==> src/rtl/ex_mem_stage_if.sv <==
// EX-to-MEM handshake bundle: EX offers an ALU result, the stage holds it toward MEM.
// master drives the EX offer and MEM ready; slave is the stage itself.
interface ex_mem_stage_if #(
  parameter int DATA_W = 16,
  parameter int REG_W  = 4
);
  logic              ex_valid;
  logic              ex_ready;
  logic [3:0]        ex_opcode;
  logic [DATA_W-1:0] ex_alu_out;
  logic              ex_error;
  logic              ex_n;
  logic              ex_z;
  logic              ex_v;
  logic [REG_W-1:0]  ex_rd;
  logic [DATA_W-1:0] ex_store_data;
  logic [2:0]        ex_cc;

  logic              mem_valid;
  logic              mem_ready;
  logic [3:0]        mem_opcode;
  logic [DATA_W-1:0] mem_alu_out;
  logic [REG_W-1:0]  mem_rd;
  logic [DATA_W-1:0] mem_store_data;
  logic              mem_error;

  modport master (
    output ex_valid, ex_opcode, ex_alu_out, ex_error, ex_n, ex_z, ex_v,
           ex_rd, ex_store_data, ex_cc, mem_ready,
    input  ex_ready, mem_valid, mem_opcode, mem_alu_out, mem_rd,
           mem_store_data, mem_error
  );

  modport slave (
    input  ex_valid, ex_opcode, ex_alu_out, ex_error, ex_n, ex_z, ex_v,
           ex_rd, ex_store_data, ex_cc, mem_ready,
    output ex_ready, mem_valid, mem_opcode, mem_alu_out, mem_rd,
           mem_store_data, mem_error
  );
endinterface

==> src/rtl/ex_mem_stage.sv <==
// EX/MEM pipeline register with N/Z/V flag ownership and branch evaluation; 1-cycle latency.
// Backpressure: ex_ready drops while a held entry is not consumed by MEM, and permanently after HLT.
module ex_mem_stage #(
  parameter int DATA_W = 16,
  parameter int REG_W  = 4
) (
  input  logic          clk,
  input  logic          rst_n,
  input  logic          flush,
  ex_mem_stage_if.slave bus,
  output logic          flag_n,
  output logic          flag_z,
  output logic          flag_v,
  output logic          branch_taken,
  output logic          halted
);

  localparam logic [3:0] OP_ADD = 4'b0000;
  localparam logic [3:0] OP_SUB = 4'b0001;
  localparam logic [3:0] OP_XOR = 4'b0010;
  localparam logic [3:0] OP_SLL = 4'b0100;
  localparam logic [3:0] OP_SRA = 4'b0101;
  localparam logic [3:0] OP_ROR = 4'b0110;
  localparam logic [3:0] OP_B   = 4'b1100;
  localparam logic [3:0] OP_BR  = 4'b1101;
  localparam logic [3:0] OP_HLT = 4'b1111;

  logic              mem_valid_q;
  logic [3:0]        mem_opcode_q;
  logic [DATA_W-1:0] mem_alu_out_q;
  logic [REG_W-1:0]  mem_rd_q;
  logic [DATA_W-1:0] mem_store_data_q;
  logic              mem_error_q;
  logic              flag_n_q;
  logic              flag_z_q;
  logic              flag_v_q;
  logic              halted_q;

  logic ready;
  logic xfer;
  logic cond;
  logic is_branch;

  assign ready = !halted_q && (!mem_valid_q || bus.mem_ready);
  assign xfer  = bus.ex_valid && ready && !flush;

  always_ff @(posedge clk) begin
    if (!rst_n) begin
      mem_valid_q      <= 1'b0;
      mem_opcode_q     <= '0;
      mem_alu_out_q    <= '0;
      mem_rd_q         <= '0;
      mem_store_data_q <= '0;
      mem_error_q      <= 1'b0;
      flag_n_q         <= 1'b0;
      flag_z_q         <= 1'b0;
      flag_v_q         <= 1'b0;
      halted_q         <= 1'b0;
    end else if (flush) begin
      // Data fields keep stale contents; only the valid bit is killed.
      mem_valid_q <= 1'b0;
    end else if (xfer) begin
      mem_valid_q      <= 1'b1;
      mem_opcode_q     <= bus.ex_opcode;
      mem_alu_out_q    <= bus.ex_alu_out;
      mem_rd_q         <= bus.ex_rd;
      mem_store_data_q <= bus.ex_store_data;
      mem_error_q      <= bus.ex_error;
      case (bus.ex_opcode)
        OP_ADD, OP_SUB: begin
          flag_n_q <= bus.ex_n;
          flag_z_q <= bus.ex_z;
          flag_v_q <= bus.ex_v;
        end
        OP_XOR, OP_SLL, OP_SRA, OP_ROR: flag_z_q <= bus.ex_z;
        OP_HLT: halted_q <= 1'b1;
        default: ;
      endcase
    end else if (!mem_valid_q || bus.mem_ready) begin
      mem_valid_q <= 1'b0;
    end
  end

  always_comb begin
    cond = 1'b0;
    case (bus.ex_cc)
      3'b000:  cond = !flag_z_q;
      3'b001:  cond = flag_z_q;
      3'b010:  cond = !flag_z_q && !flag_n_q;
      3'b011:  cond = flag_n_q;
      3'b100:  cond = flag_z_q || (!flag_z_q && !flag_n_q);
      3'b101:  cond = flag_n_q || flag_z_q;
      3'b110:  cond = flag_v_q;
      default: cond = 1'b1;
    endcase
  end

  assign is_branch    = (bus.ex_opcode == OP_B) || (bus.ex_opcode == OP_BR);
  assign branch_taken = bus.ex_valid && is_branch && !halted_q && cond;

  assign bus.ex_ready       = ready;
  assign bus.mem_valid      = mem_valid_q;
  assign bus.mem_opcode     = mem_opcode_q;
  assign bus.mem_alu_out    = mem_alu_out_q;
  assign bus.mem_rd         = mem_rd_q;
  assign bus.mem_store_data = mem_store_data_q;
  assign bus.mem_error      = mem_error_q;
  assign flag_n             = flag_n_q;
  assign flag_z             = flag_z_q;
  assign flag_v             = flag_v_q;
  assign halted             = halted_q;

endmodule

==> src/flat_wrapper.sv <==
// flat-port wrapper written by rule: the top's interface ports become plain ports
module ex_mem_stage_flat 
#(
  parameter int DATA_W = 16,
  parameter int REG_W  = 4
)
  (clk, rst_n, flush, flag_n, flag_z, flag_v, branch_taken, halted, bus_ex_valid, bus_ex_opcode, bus_ex_alu_out, bus_ex_error, bus_ex_n, bus_ex_z, bus_ex_v, bus_ex_rd, bus_ex_store_data, bus_ex_cc, bus_mem_ready, bus_ex_ready, bus_mem_valid, bus_mem_opcode, bus_mem_alu_out, bus_mem_rd, bus_mem_store_data, bus_mem_error);
  ex_mem_stage_if #(.DATA_W(DATA_W), .REG_W(REG_W)) bus_i ();
  input  logic clk;
  input  logic rst_n;
  input  logic flush;
  output logic flag_n;
  output logic flag_z;
  output logic flag_v;
  output logic branch_taken;
  output logic halted;
  input wire logic [$bits(bus_i.ex_valid)-1:0] bus_ex_valid;
  input wire logic [$bits(bus_i.ex_opcode)-1:0] bus_ex_opcode;
  input wire logic [$bits(bus_i.ex_alu_out)-1:0] bus_ex_alu_out;
  input wire logic [$bits(bus_i.ex_error)-1:0] bus_ex_error;
  input wire logic [$bits(bus_i.ex_n)-1:0] bus_ex_n;
  input wire logic [$bits(bus_i.ex_z)-1:0] bus_ex_z;
  input wire logic [$bits(bus_i.ex_v)-1:0] bus_ex_v;
  input wire logic [$bits(bus_i.ex_rd)-1:0] bus_ex_rd;
  input wire logic [$bits(bus_i.ex_store_data)-1:0] bus_ex_store_data;
  input wire logic [$bits(bus_i.ex_cc)-1:0] bus_ex_cc;
  input wire logic [$bits(bus_i.mem_ready)-1:0] bus_mem_ready;
  output wire logic [$bits(bus_i.ex_ready)-1:0] bus_ex_ready;
  output wire logic [$bits(bus_i.mem_valid)-1:0] bus_mem_valid;
  output wire logic [$bits(bus_i.mem_opcode)-1:0] bus_mem_opcode;
  output wire logic [$bits(bus_i.mem_alu_out)-1:0] bus_mem_alu_out;
  output wire logic [$bits(bus_i.mem_rd)-1:0] bus_mem_rd;
  output wire logic [$bits(bus_i.mem_store_data)-1:0] bus_mem_store_data;
  output wire logic [$bits(bus_i.mem_error)-1:0] bus_mem_error;
  assign bus_i.ex_valid = bus_ex_valid;
  assign bus_i.ex_opcode = bus_ex_opcode;
  assign bus_i.ex_alu_out = bus_ex_alu_out;
  assign bus_i.ex_error = bus_ex_error;
  assign bus_i.ex_n = bus_ex_n;
  assign bus_i.ex_z = bus_ex_z;
  assign bus_i.ex_v = bus_ex_v;
  assign bus_i.ex_rd = bus_ex_rd;
  assign bus_i.ex_store_data = bus_ex_store_data;
  assign bus_i.ex_cc = bus_ex_cc;
  assign bus_i.mem_ready = bus_mem_ready;
  assign bus_ex_ready = bus_i.ex_ready;
  assign bus_mem_valid = bus_i.mem_valid;
  assign bus_mem_opcode = bus_i.mem_opcode;
  assign bus_mem_alu_out = bus_i.mem_alu_out;
  assign bus_mem_rd = bus_i.mem_rd;
  assign bus_mem_store_data = bus_i.mem_store_data;
  assign bus_mem_error = bus_i.mem_error;
  ex_mem_stage #(.DATA_W(DATA_W), .REG_W(REG_W)) u_core (.clk(clk), .rst_n(rst_n), .flush(flush), .bus(bus_i), .flag_n(flag_n), .flag_z(flag_z), .flag_v(flag_v), .branch_taken(branch_taken), .halted(halted));
endmodule
==> config.mk <==
export PLATFORM = sky130hd
export DESIGN_NAME = ex_mem_stage_flat
export DESIGN_NICKNAME = d
export VERILOG_FILES = /design/src/rtl/ex_mem_stage_if.sv /design/src/rtl/ex_mem_stage.sv /design/src/flat_wrapper.sv
export SDC_FILE = /design/constraint.sdc
export NUM_CORES = 1
export LEC_CHECK = 0
export BUFFER_PORTS_ARGS = -buffer_cell sky130_fd_sc_hd__buf_2
export CAP_MARGIN = 20
export CELL_PAD_IN_SITES_DETAIL_PLACEMENT = 1
export CELL_PAD_IN_SITES_GLOBAL_PLACEMENT = 1
export CORE_MARGIN = 2
export CORE_UTILIZATION = 31
export DETAILED_ROUTE_END_ITERATION = 6
export HOLD_SLACK_MARGIN = 0.05
export PLACE_DENSITY = 0.86
export SLEW_MARGIN = 30
export SYNTH_ARGS = -nofsm -noshare
export SYNTH_HDL_FRONTEND = slang
export SYNTH_SLANG_ARGS = --single-unit
==> constraint.sdc <==
create_clock -name clk -period 1.3 [get_ports clk]
set_input_delay 0.195 -clock clk [delete_from_list [all_inputs] [get_ports clk]]
set_output_delay 0.195 -clock clk [all_outputs]
set_load 0.01 [all_outputs]
; Word level (Yosys, flattened, before mapping)
; Cells that the tools add are included.
; Widths: inputs -> output; s select.
[totals]
reg_bits = 46
input_bits = 52
output_inout_bits = 48
word_cells = 55
[op_classes]
n_eq_ne = 14
muxes = 3
bitwise = 2
n_reduce_logical = 26
[op_table]
columns = operator, n
row1 = $eq 4x3->1 const B, 3
row2 = $eq 4x4->1 const B, 3
row3 = $eq 3x3->1 const B, 3
row4 = $reduce_and 3->1, 3
row5 = $logic_and 1x1->1, 7
row6 = $pmux 1 s7, 1
row7 = $eq 3x2->1 const B, 2
row8 = $reduce_or 6->1, 1
row9 = $logic_not 1->1, 5
row10 = $eq 4x1->1 const B, 1
row11 = $eq 4x2->1 const B, 1
row12 = $logic_not 4->1, 1
row13 = $logic_or 1x1->1, 4
row14 = $reduce_or 2->1, 2
row15 = $eq 3x1->1 const B, 1
row16 = $logic_not 3->1, 1
row17 = $mux 1, 2
row18 = $not 1->1, 2
row19 = $reduce_and 2->1, 1
row20 = $reduce_bool 2->1, 1

; Longest topological paths before layout
[logic_depth]
word_depth = 6
ltp_mapped = 6
mapped_depth_nobuf = 4

; Worst setup path after synthesis
; Ideal clock, no wire load.
[synth_timing]
path_type = register to output
start = register u_core.flag_z_q, in the netlist u_core.flag_z
end = output branch_taken
arrival_ns = 1.140
required_ns = 1.105
slack_ns = -0.035
stages_incl_launch_ff = 5
path_cell_list = dfxtp_1 -> inv_1 -> o2111a_1 -> nor4_1 -> o21a_1
[synth_via]
elab_chain_cells = 5
[synth_rtl]
columns = element, line_no
row1 = from (decl), ex_mem_stage.sv:35  ; logic flag_z_q;
row2 = from (signal assigned), ex_mem_stage.sv:72  ; flag_z_q <= bus.ex_z;
row3 = from (signal assigned), ex_mem_stage.sv:75  ; OP_XOR, OP_SLL, OP_SRA, OP_ROR: flag_z_q <= bus.ex_z;
row4 = $logic_not 1->1, "ex_mem_stage.sv:87, ex_mem_stage.sv:89, ex_mem_stage.sv:91"
row5 = $logic_and 1x1->1, "ex_mem_stage.sv:89, ex_mem_stage.sv:91"
row6 = $logic_or 1x1->1, ex_mem_stage.sv:91  ; 3'b100: cond = flag_z_q || (!flag_z_q && !flag_n_q);
row7 = $pmux 1 s7 *, ex_mem_stage.sv:86  ; case (bus.ex_cc)
row8 = $logic_and 1x1->1 *, ex_mem_stage.sv:99  ; assign branch_taken = bus.ex_valid && is_branch && !halted_q && cond;
row9 = to (decl), flat_wrapper.sv:15  ; output logic branch_taken;
; Every way passes the cells marked *; elsewhere a longest branch is shown, timed or not.

; Final worst setup path
; Ends and elaborated chain as after synthesis.

==> key figures <==
Run status
  – Status: finished with violations
  – Failing checks: setup timing

Power
  – Internal power: 0.00209 W
  – Cell leakage power: 1.24 nW
  – Switching share of power: 0.244
  – Power Dens Cells: 1060 nW/um^2
  – Max VDD drop: 0.388 mV
  – Total power: 0.00277 W
  – Power share of the combinational group: 0.154
  – Sequential Power Share: 0.542
  – Sw power: 0.000677 W
  – Portion of total power attributed to the clock network: 0.304

CTS
  – Clock tree sinks: 46
  – Clock tree buffer depth: 2
  – Clock Latency Late Sink: 0.28 ns
  – CTS tree: built
  – CTS buffer count: 5
  – H-tree Lvls: 2
  – Root buf cell: clkbuf_8
  – Clock-pin slew on the worst setup and hold paths: 0.08 ns

Layout
  – Layout cell share with drive strength beyond 1: 0.399
  – # diodes: 0
  – Commonest non-fill, non-tap cells in the layout: buf_2, nand2_1, dfxtp_1
  – Final #Nets: 371
  – Final Cell Area: 2610 um^2
  – Commonest non-fill, non-tap cell in the layout: buf_2
  – Area grow syn2layout: 41.4%
  – Fin util: 0.446

Drt
  – Routed Antenna Nets: 0
  – Drt wl/cell: 12.9 um
  – Drt first pass iters: 2
  – Remaining DRCs: 0
  – Via/cell ratio: 4.71
  – Starting DRC count in detailed routing: 36
  – Final WL: 5.05 mm
  – Vias: 1851

Timing
  – Max-slew violations: 0
  – Final period util: 1.28
  – Final Setup Violations: 1
  – F_max: 0.603 GHz
  – Final WS setup: -0.359 ns
  – Max-Slew Margin vs Limit: 0.793
  – Endpoints failing hold: 0
  – Final min period: 1.66 ns
  – RSZ-0062 raised after global routing: true
  – Slew @ Worst Pin: 0.308 ns
  – Setup Skew: 0.00386 ns

Die
  – Die width: 81.2 um
  – Die Area: 6590 um^2
  – Core Rows: 28
  – CORE AREA: 5850 um^2
  – Initial Util: 0.315
  – Ports: 100
  – Die height: 81.2 um

Run
  – # Max-Cap Violations: 0

Min path
  – Worst min-delay path class: in2reg

Synthesis
  – Post-synth net total: 268
  – Synth Register Bits: 46
  – Syn_area_per_cell: 8.54 um^2
  – Share of the yosys chip area belonging to registers: 0.499
  – Ys flop type: dfxtp_1
  – Synth unique cells: 25
  – Asr flop ratio synth: 0
  – EDFF count, synth: 0
  – Post-Syn Instances: 216
  – Post-synthesis cell area: 1850 um^2
  – Warnings, synthesis: 0

Place
  – Port buffer count: 99
  – Placed wire-length estimate: 3.78 mm
  – DP Area: 2470 um^2
  – Gpl congestion: 0.698

Worst setup path
  – Crit path max-delay family: compound AO/OA/AOI/OAI gates
  – CP max stage cell: dfxtp_2
  – CP required: 1.11 ns
  – Crit path buffers/inverters: 2
  – Critical path launch point type: flop
  – Crit-path max FO: 2
  – CP Cell Sequence: inv_2 > o2111a_1 > nor4_2 > o21a_1 > buf_6
  – Critical Path AT: 1.46 ns
  – CP endpoint kind: primary output
  – Max stage delay on crit path: 0.34 ns
  – Setup Crit Path Kind: reg2out

Global routing
  – Total GRT Usage: 0.157
  – Largest net degree at the start of global routing: 47
  – Initial antenna violation count: 0
  – Global route total overflow: 0
  – Vias in the first global route: 1812
  – First-pass GRT wire length: 8.06 mm
==> power by group through the flow <==
stage / Clock, W / Sequential [W] / Combinational [W]
final: 0.000842 / 0.00150 / 0.000426
after global routing: 0.000948 / 0.00151 / 0.000477
after CTS: 0.000899 / 0.00150 / 0.000424
after detailed placement: 0 / 0.00154 / 0.000420
after global placement: 0 / 0.00153 / 0.000406
after floorplan: 0 / 0.00157 / 0.000179
==> stage by stage <==
stage / hold slack [ns] / instances / TNS (ns) / setup WS [ns]
detailed placement: 0.442 / 386 / -0.0922 / -0.0922
finish: 0.135 / 393 / -0.359 / -0.359
CTS: 0.124 / 393 / -0.372 / -0.372
floorplan: 0.330 / 216 / 0 / 0.0284
global placement: 0.434 / 386 / 0 / 0.00103
global route: 0.129 / 393 / -0.410 / -0.410
==> layer usage <==
metal	share of wire	GRT usage
met3	0.064	0.0433
met4	0.0083	0.0356
met2	0.52	0.297
met1	0.40	0.174
met5	0	0
==> area by class of cell <==
class / count / area (um^2)
Inverter: 3 / 11.3
Tap cell: 75 / 93.8
Fill cell: 748 / 3240
Timing Repair Buffer: 110 / 638
Sequential cell: 46 / 922
Multi-Input combinational cell: 153 / 861
Clock buffer: 6 / 82.6
==> path summary, 6_finish.rpt <==
path	startpoint	endpoint	slack [ns]	cells past startpoint
setup / recovery	u_core.flag_z	branch_taken	-0.36	5
hold reg to reg	u_core.bus.mem_store_data[1]	u_core.bus.mem_store_data[1]	0.45	2
setup reg to reg	u_core.halted	u_core.bus.mem_alu_out[2]	0.11	6
hold / removal	bus_ex_store_data[1]	u_core.bus.mem_store_data[1]	0.13	3
==> cells by family (layout without fill, tap and decap cells) <==
group / Yosys count / in the layout / synth area share
AOI/OAI and AO/OA: 47 / 47 / 0.193
buffers and inverters: 17 / 119 / 0.0556
DFF: 46 / 46 / 0.499
muxes: 4 / 4 / 0.0224
and+or+nand+nor: 102 / 102 / 0.231
==> cell usage after synthesis (2+ instances only) <==
library cell	number	area share
clkbuf_1	5	0.010
nand3_1	2	0.0054
nor4_1	2	0.0068
nand2_1	84	0.17
mux2i_1	3	0.016
buf_6	4	0.024
dfxtp_1	46	0.50
nor2_1	4	0.0081
nor2b_1	4	0.014
inv_1	3	0.0061
buf_2	4	0.011
a21boi_1	40	0.16
nand4_1	2	0.0068
o21a_1	2	0.0081
==> registers in the layout, summed over array words and instances, names as in the netlist <==
register and count:
u_core.bus.mem_rd 4, u_core.flag_v 1, u_core.bus.mem_error 1, u_core.halted 1, u_core.bus.mem_alu_out 16, u_core.bus.mem_opcode 4, u_core.bus.mem_valid 1, u_core.flag_z 1
u_core.bus.mem_store_data 16, u_core.flag_n 1
==> worst register-to-register path: stages (launching register included) <==
cell and delay, ns:
dfxtp_1 0.34, nor2b_4 0.17, buf_4 0.14, nand3_2 0.11
buf_6 0.19, nand2_1 0.08, a21boi_1 0.06
==> repair_timing <==
action,4_1_cts,5_1_grt
buffers inserted,1,0
endpoints found under the setup margin,1,30
gates resized for setup,3,8
pin swaps,2,2
hold buffers,0,0
No activity file was read; power rests on OpenSTA's default activity.
